## src/rtl/board_io_pkg.sv

```systemverilog
// Shared definitions for the board input port: register-window addresses,
// bit position of the switch field in STATUS and the press-counter width.
package board_io_pkg;

   localparam logic [1:0] ADDR_STATUS = 2'd0;
   localparam logic [1:0] ADDR_FLAGS  = 2'd1;
   localparam logic [1:0] ADDR_COUNT  = 2'd2;
   localparam logic [1:0] ADDR_MASK   = 2'd3;

   localparam int SW_LSB = 8;
   localparam int CNT_W  = 8;

endpackage

```

## src/rtl/board_input_port_if.sv

```systemverilog
// CPU-side register bus of the board input port.
//   master : CPU (drives strobes/addresses/write data, receives read data/irq)
//   slave  : board_input_port
//   rd_en/rd_addr      read strobe and register select
//   rd_data/rd_valid   read result, one cycle after rd_en
//   wr_en/wr_addr/wr_data  write strobe, register select and data
//   irq                masked key-press interrupt request
interface board_input_port_if;

   logic        rd_en;
   logic [1:0]  rd_addr;
   logic [31:0] rd_data;
   logic        rd_valid;
   logic        wr_en;
   logic [1:0]  wr_addr;
   logic [31:0] wr_data;
   logic        irq;

   modport master (
      output rd_en, rd_addr, wr_en, wr_addr, wr_data,
      input  rd_data, rd_valid, irq
   );

   modport slave (
      input  rd_en, rd_addr, wr_en, wr_addr, wr_data,
      output rd_data, rd_valid, irq
   );

endinterface

```

## src/rtl/input_debouncer.sv

```systemverilog
// Two-flop synchronizer plus counter-based debouncer for one board input.
//   clock_in  clock, rising edge
//   reset_in  synchronous active-high reset
//   raw_in    asynchronous input, 1 = active
//   level     debounced level
//   rise      high during the cycle whose closing edge flips level 0 -> 1
module input_debouncer #(
   parameter int DEBOUNCE_CYCLES = 16
) (
   input  logic clock_in,
   input  logic reset_in,
   input  logic raw_in,
   output logic level,
   output logic rise
);

   localparam int CW = $clog2(DEBOUNCE_CYCLES);
   localparam logic [CW-1:0] LAST = CW'(DEBOUNCE_CYCLES - 1);

   logic          sync_p0;
   logic          sync_p1;
   logic          stable;
   logic [CW-1:0] cnt;

   always_ff @(posedge clock_in) begin
      if (reset_in) begin
         sync_p0 <= 1'b0;
         sync_p1 <= 1'b0;
         stable  <= 1'b0;
         cnt     <= '0;
      end else begin
         // stage p0/p1: metastability synchronizer
         sync_p0 <= raw_in;
         sync_p1 <= sync_p0;
         // debounce: level only follows after DEBOUNCE_CYCLES disagreeing cycles
         if (sync_p1 == stable) begin
            cnt <= '0;
         end else if (cnt == LAST) begin
            stable <= ~stable;
            cnt    <= '0;
         end else begin
            cnt <= cnt + 1'b1;
         end
      end
   end

   assign level = stable;
   // Combinational so the register file updates on the same edge the level rises.
   assign rise  = (sync_p1 != stable) && (cnt == LAST) && !stable;

endmodule

```

## src/rtl/board_input_port.sv

```systemverilog
// Debounced memory-mapped input port for the DE10-Nano keys and switches.
//   clock_in  clock, rising edge
//   reset_in  synchronous active-high reset
//   key_n_in  raw push-buttons, 0 = pressed
//   sw_in     raw slide switches, 1 = on
//   bus       register window (slave side): STATUS, FLAGS (W1C), COUNT, MASK, irq
module board_input_port
   import board_io_pkg::*;
#(
   parameter int NUM_KEYS        = 2,
   parameter int NUM_SW          = 4,
   parameter int DEBOUNCE_CYCLES = 16
) (
   input  logic                clock_in,
   input  logic                reset_in,
   input  logic [NUM_KEYS-1:0] key_n_in,
   input  logic [NUM_SW-1:0]   sw_in,
   board_input_port_if.slave   bus
);

   localparam int NUM_IN = NUM_KEYS + NUM_SW;

   logic [NUM_IN-1:0]              raw_all;
   logic [NUM_IN-1:0]              level_all;
   logic [NUM_IN-1:0]              rise_all;
   logic [NUM_KEYS-1:0]            key_level;
   logic [NUM_KEYS-1:0]            key_rise;
   logic [NUM_SW-1:0]              sw_level;
   logic [NUM_SW-1:0]              sw_rise_unused;
   logic [31:0]                    wr_data_unused;

   logic [NUM_KEYS-1:0]            flags;
   logic [NUM_KEYS-1:0]            mask;
   logic [NUM_KEYS-1:0][CNT_W-1:0] count;
   logic [31:0]                    rd_mux;
   logic                           wr_flags;
   logic                           wr_count;
   logic                           wr_mask;

   // Keys are inverted ahead of the synchronizer so an all-zero chain after
   // reset means "released"; a key held through reset then takes the full
   // debounce time before it registers as a press.
   assign raw_all = {sw_in, ~key_n_in};

   genvar i;
   generate
      for (i = 0; i < NUM_IN; i++) begin : g_deb
         input_debouncer #(
            .DEBOUNCE_CYCLES(DEBOUNCE_CYCLES)
         ) u_deb (
            .clock_in(clock_in),
            .reset_in(reset_in),
            .raw_in  (raw_all[i]),
            .level   (level_all[i]),
            .rise    (rise_all[i])
         );
      end
   endgenerate

   assign key_level      = level_all[NUM_KEYS-1:0];
   assign key_rise       = rise_all[NUM_KEYS-1:0];
   assign sw_level       = level_all[NUM_IN-1:NUM_KEYS];
   // Switches generate no events; only the key fields of wr_data are stored.
   assign sw_rise_unused = rise_all[NUM_IN-1:NUM_KEYS];
   assign wr_data_unused = bus.wr_data;

   assign wr_flags = bus.wr_en && (bus.wr_addr == ADDR_FLAGS);
   assign wr_count = bus.wr_en && (bus.wr_addr == ADDR_COUNT);
   assign wr_mask  = bus.wr_en && (bus.wr_addr == ADDR_MASK);

   always_comb begin
      rd_mux = '0;
      case (bus.rd_addr)
         ADDR_STATUS: begin
            rd_mux[NUM_KEYS-1:0]      = key_level;
            rd_mux[SW_LSB +: NUM_SW]  = sw_level;
         end
         ADDR_FLAGS: rd_mux[NUM_KEYS-1:0] = flags;
         ADDR_COUNT: begin
            for (int k = 0; k < NUM_KEYS; k++) begin
               rd_mux[k*CNT_W +: CNT_W] = count[k];
            end
         end
         ADDR_MASK:  rd_mux[NUM_KEYS-1:0] = mask;
         default:    rd_mux = '0;
      endcase
   end

   always_ff @(posedge clock_in) begin
      if (reset_in) begin
         flags        <= '0;
         count        <= '0;
         mask         <= '0;
         bus.irq      <= 1'b0;
         bus.rd_data  <= '0;
         bus.rd_valid <= 1'b0;
      end else begin
         for (int k = 0; k < NUM_KEYS; k++) begin
            // A press on the same edge as a W1C keeps the flag set.
            if (key_rise[k]) begin
               flags[k] <= 1'b1;
            end else if (wr_flags && bus.wr_data[k]) begin
               flags[k] <= 1'b0;
            end
            // A COUNT write beats a simultaneous press.
            if (wr_count) begin
               count[k] <= '0;
            end else if (key_rise[k]) begin
               count[k] <= count[k] + CNT_W'(1);
            end
         end
         if (wr_mask) begin
            mask <= bus.wr_data[NUM_KEYS-1:0];
         end
         // stage p1: irq and read data registered from pre-edge register state
         bus.irq      <= |(flags & mask);
         bus.rd_valid <= bus.rd_en;
         if (bus.rd_en) begin
            bus.rd_data <= rd_mux;
         end
      end
   end

endmodule
```

## src/flat_wrapper.sv

```systemverilog
// flat-port wrapper written by rule: the top's interface ports become plain ports
module board_input_port_flat import board_io_pkg::*;
#(
   parameter int NUM_KEYS        = 2,
   parameter int NUM_SW          = 4,
   parameter int DEBOUNCE_CYCLES = 16
)
  (clock_in, reset_in, key_n_in, sw_in, bus_rd_en, bus_rd_addr, bus_wr_en, bus_wr_addr, bus_wr_data, bus_rd_data, bus_rd_valid, bus_irq);
  board_input_port_if bus_i ();
  input  logic clock_in;
  input  logic reset_in;
  input  logic [NUM_KEYS-1:0] key_n_in;
  input  logic [NUM_SW-1:0] sw_in;
  input wire logic [$bits(bus_i.rd_en)-1:0] bus_rd_en;
  input wire logic [$bits(bus_i.rd_addr)-1:0] bus_rd_addr;
  input wire logic [$bits(bus_i.wr_en)-1:0] bus_wr_en;
  input wire logic [$bits(bus_i.wr_addr)-1:0] bus_wr_addr;
  input wire logic [$bits(bus_i.wr_data)-1:0] bus_wr_data;
  output wire logic [$bits(bus_i.rd_data)-1:0] bus_rd_data;
  output wire logic [$bits(bus_i.rd_valid)-1:0] bus_rd_valid;
  output wire logic [$bits(bus_i.irq)-1:0] bus_irq;
  assign bus_i.rd_en = bus_rd_en;
  assign bus_i.rd_addr = bus_rd_addr;
  assign bus_i.wr_en = bus_wr_en;
  assign bus_i.wr_addr = bus_wr_addr;
  assign bus_i.wr_data = bus_wr_data;
  assign bus_rd_data = bus_i.rd_data;
  assign bus_rd_valid = bus_i.rd_valid;
  assign bus_irq = bus_i.irq;
  board_input_port #(.NUM_KEYS(NUM_KEYS), .NUM_SW(NUM_SW), .DEBOUNCE_CYCLES(DEBOUNCE_CYCLES)) u_core (.clock_in(clock_in), .reset_in(reset_in), .key_n_in(key_n_in), .sw_in(sw_in), .bus(bus_i));
endmodule
```

## config.mk

```make
export PLATFORM = sky130hd
export DESIGN_NAME = board_input_port_flat
export DESIGN_NICKNAME = d
export VERILOG_FILES = /design/src/rtl/board_io_pkg.sv /design/src/rtl/board_input_port_if.sv /design/src/rtl/input_debouncer.sv /design/src/rtl/board_input_port.sv /design/src/flat_wrapper.sv
export SDC_FILE = /design/constraint.sdc
export NUM_CORES = 1
export LEC_CHECK = 0
export ABC_AREA = 0
export ABC_CLOCK_PERIOD_IN_PS = 3550
export BUFFER_PORTS_ARGS = -buffer_cell sky130_fd_sc_hd__buf_2
export CORE_MARGIN = 3
export CORE_UTILIZATION = 27
export DETAILED_ROUTE_END_ITERATION = 6
export GPL_ROUTABILITY_DRIVEN = 0
export PLACE_DENSITY = 0.48
export SLEW_MARGIN = 20
export SYNTH_ARGS = -nofsm -noshare
export SYNTH_HDL_FRONTEND = slang
export SYNTH_HIERARCHICAL = 1
export SYNTH_SLANG_ARGS = --single-unit
```

## constraint.sdc

```tcl
create_clock -name clock_in -period 3.55 [get_ports clock_in]
set_clock_uncertainty 0.1 [all_clocks]
set_input_delay 0.355 -clock clock_in [delete_from_list [all_inputs] [get_ports clock_in]]
set_output_delay 0.355 -clock clock_in [all_outputs]
set_load 0.1 [all_outputs]
```

== Word-level counts from Yosys, hierarchy flattened ==
Index checks and enable logic that the tools add are counted.

* Register bits after elaboration: 80
* Latch bits: 0
* Output and inout bits: 34
* Logic and storage cells: 110
* Memories kept: 0
* Input port bits: 46
* Bits in read-only memories: 0
* RAM bits: 0

* Equality and inequality tests: 20
* Reduce and logical (&&, ||, !) cells: 28
* Shifts and indexed selects: 0
* Add/sub/neg operators: 8
* Muxes and demuxes: 8
* Multiply operators: 0
* Divide/modulo/power cells: 0
* Bitwise operators: 14
* Magnitude comparators: 0

{| class="wikitable"
|+ Operators with widths
! kind !! count
|-
| adder 4 x 1 -> 4 bit, second input constant || 6
|-
| == test 4 bit, second input constant || 6
|-
| OR reduction 3 bit || 6
|-
| adder 8 x 1 -> 8 bit, second input constant || 2
|-
| inverter 1 bit || 12
|-
| AND reduction 2 bit || 6
|-
| logical AND 1 bit || 9
|-
| == test 2 bit, second input constant || 4
|-
| case mux 2 bit (4 select lines) || 1
|-
| case mux 4 bit (2 select lines) || 1
|-
| == test 1 bit || 6
|-
| 2-to-1 mux 6 bit || 1
|-
| == test 2 x 1 -> 1 bit, second input constant || 2
|-
| 2-to-1 mux 1 bit || 4
|-
| 2-to-1 mux 4 bit || 1
|-
| nonzero test 2 bit || 2
|-
| OR reduction 2 bit || 2
|-
| bitwise AND 2 bit || 1
|-
| zero test 1 bit || 2
|-
| zero test 2 bit || 1
|-
| inequality test 1 bit || 2
|-
| inverter 2 bit || 1
|}

== Longest topological paths before layout ==
* Word-level depth: 5
* Gate-level depth with buffers: 7
* Mapped depth without buffers: 6

== By module ==
The synthesis kept the hierarchy.

{| class="wikitable"
|+ By module, submodules not included
! module !! sequential area each (µm²) !! area an instance (µm²) !! cells an instance !! instances
|-
| board_input_port || 760.7 || 1,714.1 || 191 || 1
|-
| input_debouncer || 140.1 || 255.2 || 24 || 6
|}

== Least setup slack after synthesis ==
No wires, ideal clock.

* Kind: register to register
* Start point: register u_core.g_deb[1].u_deb.cnt[0]
* End point: register u_core/count[15] (netlist name)
* Data required time: 3.379 ns
* Stages on the path, launching flop included: 8
* Arrival time: 1.708 ns
* Period minus slack after synthesis: 1.878 ns
* Library setup time: 0.071 ns
* Buffers on the path: 1
* Path slack: 1.672 ns
* Path through: dfxtp_1 > ha_1 > nand3_1 > nor3b_1 > buf_4 > nand4_2 > or4_1 > a21oi_1

* Cells in the longest elaborated chain, start to end: 3

{| class="wikitable"
|+ Ends and longest elaborated chain
! what !! RTL line !! text
|-
| start, declared || input_debouncer.sv:23 || <nowiki>logic [CW-1:0] cnt;</nowiki>
|-
| start signal, assigned || input_debouncer.sv:42 || <nowiki>cnt <= cnt + 1'b1;</nowiki>
|-
| == test 4 bit || input_debouncer.sv:49 || <nowiki>assign rise = (sync_p1 != stable) && (cnt == LAST) && !stable;</nowiki>
|-
| logical AND 1 bit (2 in series) || input_debouncer.sv:49 ||
|-
| via u_core.key_rise[1] || board_input_port.sv:27 || <nowiki>logic [NUM_KEYS-1:0] key_rise;</nowiki>
|-
| end signal, assigned by index || board_input_port.sv:109 || <nowiki>count[k] <= count[k] + CNT_W'(1);</nowiki>
|-
| end, declared || board_input_port.sv:34 || <nowiki>logic [NUM_KEYS-1:0][CNT_W-1:0] count;</nowiki>
|}

The timed path passes the listed nets, and every way through them passes these cells.
A chain may end at the register's enable or synchronous reset.

== Final worst setup path ==
Ends and elaborated chain as after synthesis.

==> impl_metrics.ini <==
[sta]
rsz0062_at_grt = no
fin_crit_sh_pct = 58.6
fmax_mhz = 481
slew_headroom_pct = 62.9
hold_viol = 0
finalWorstSetupSlack_ns = 1.47
setup_viol_count_final = 0
worst_slew_pin_slew_ns = 0.556
period_needed_ns = 2.08
finalMaxSlewViolations = 0
fin_setup_tns_ns = 0

[global_route]
track_usage_pct = 9.73
first_global_vias = 2246
overflow = 0
antenna_found_initial = 0
grt_max_degree = 34
grt_pass1_wl_um = 10100

[drt]
vias = 2196
post_drt_wl_per_cell_um = 11.4
drc = 0
viasPerCell = 4.25
drt.antenna.violating_nets = 0
firstDrtPassIters = 4
initialDrtViolationCount = 71
totalWireLength_um = 5890

[cells_and_area]
drive_gt1_share_pct = 17.9
register_area_mm2 = 0.00160
area_growth_pct = 17.2
fillCellCount = 1204
n_antenna_cell = 0
final_cells = 517
multi_input_area_mm2 = 0.00147
nNetsFinal = 423

[place]
placed_cells = 501
dp.final_hpwl_um = 4130
port_buffers = 33
dpl_worst_slack_ns = 1.50

[status]
status = finished clean

[power_and_ir_drop]
powerDensity_mw_per_mm2 = 506
vdd_drop_max_v = 0.000210
p_leak_nw = 1.67

[clock_network]
cts_max_path_buffers = 2
cts-root-buf = clkbuf_16
cts_resized = 0
cts.hold.buffers_added = 0
htreeDepth = 3
cts_inserted_buffers = 9
post-cts-setup-buffers = 0
clk_pin_slew_ns = 0.06
clk_latency_ns = 0.33
cts.sinks = 80
cts_tree = yes

[worst_setup_path]
critical_path_class = reg -> reg
r2r.worst_path.cells = 7
crit_buf_inv = 1
arrival_ns = 2.24
reg2reg_slack_ns = 1.47
crit_required_ns = 3.71
setup.worst_path.end_class = flop
worstPathMaxFanout = 7
slowest_stage = or4_1
crit_chain = ha_1 -> nand3_1 -> nor3b_1 -> buf_4 -> nand4_2 -> or4_1 -> a21oi_1
crit_start = u_core/g_deb[1].u_deb/cnt[0]$_SDFF_PP0_
rr_endpoint = u_core/count[15]$_SDFFE_PP0P_
rr_startpoint = u_core/g_deb[1].u_deb/cnt[0]$_SDFF_PP0_
cp-endpoint = u_core/count[15]$_SDFFE_PP0P_
cp-start-kind = flop
cp.depth = 7
critPathTopFamily = simple AND/OR/NAND/NOR gates
critPathMaxStageDelay_ns = 0.50

[die]
start_util_pct = 27.9
die_area_mm2 = 0.0133
coreArea_mm2 = 0.0115
rows = 39
die_h_um = 115
ios = 80
dieWidth_um = 115

[logic_synthesis]
synth_area_per_cell_um2 = 9.71
synth_area_mm2 = 0.00322
netlist_instances = 331
synth_warnings = 6

[hold_path]
hp-class = in -> reg
min_delay_path_depth = 2
hold_start = sw_in[3]

[job]
drv_cap = 0
cell usage in the layout, fill, tap and decap left out, types with 8 or more instances in the layout:
cell and instances:
dfxtp_1 80, nor2_1 55, buf_2 33, nor2b_1 27, xor2_1 24, a21oi_1 22
conb_1 16, nand3_1 14, mux2i_1 12, clkbuf_16 9, inv_1 9, ha_1 8
through the flow:
step                util [%]  hold WS, ns  cell area, µm²  total power [W]
global placement        30.2        0.323            3480          0.00107
floorplan                  -        0.314            3270          0.00105
CTS                     32.7        0.146            3770          0.00194
detailed placement      30.2        0.324            3480          0.00107
finish                  32.7        0.149            3770          0.00191
global route            32.7        0.157            3770          0.00200
flip-flops by register name, indices dropped and copies added, names as in the netlist, 2 cells and up:
name / count
u_core/count: 16
u_core/flags: 2
u_core/g_deb.u_deb/sync_p0: 6
u_core/g_deb.u_deb/sync_p1: 6
u_core/mask: 2
u_core/g_deb.u_deb/cnt: 24
u_core/bus.rd_data: 16
u_core/g_deb.u_deb/level: 6
per-layer routing:
metal	part of all wire [%]	routed length [µm]	GRT usage (%)	vias up
met5	0	0	0	-
met4	1.5	90	3.76	0
met3	5.3	314	4.05	5
met2	46	2720	16.0	35
met1	47	2760	11.3	1005
li1	-	-	-	1151
worst register-to-register path: cells and delay by family (launching register included):
kind            cells  cell delay (ns)
simple gates        4             1.01
buf+inv             1             0.20
fa+ha+maj           1             0.19
compound gates      1             0.15
flops               1             0.35
final cells by class:
class | count | area share (%)
Clock buffer | 13 | 7.17
Clock inverter | 3 | 0.399
Inverter | 9 | 0.897
Multi-Input combinational cell | 232 | 39.1
Sequential cell | 80 | 42.5
Tap cell | 143 | 4.75
Timing Repair Buffer | 37 | 5.18
power breakdown:
| group | switching, W | internal (W) |
|---|---|---|
| clock | 0.000336 | 0.000527 |
| sequential | 0.00000489 | 0.000908 |
| combinational | 0.000110 | 0.0000214 |
worst min path at each step:
stage                                                to  slack [ns]
6_report       u_core/g_deb[5].u_deb/sync_p0$_SDFF_PP0_        0.15
5_1_grt        u_core/g_deb[5].u_deb/sync_p0$_SDFF_PP0_        0.16
4_1_cts        u_core/g_deb[5].u_deb/sync_p0$_SDFF_PP0_        0.15
3_3_place_gp   u_core/g_deb[1].u_deb/sync_p1$_SDFF_PP0_        0.32
3_5_place_dp   u_core/g_deb[1].u_deb/sync_p1$_SDFF_PP0_        0.32
2_1_floorplan  u_core/g_deb[0].u_deb/sync_p1$_SDFF_PP0_        0.31
No activity file was read; power rests on OpenSTA's default activity.
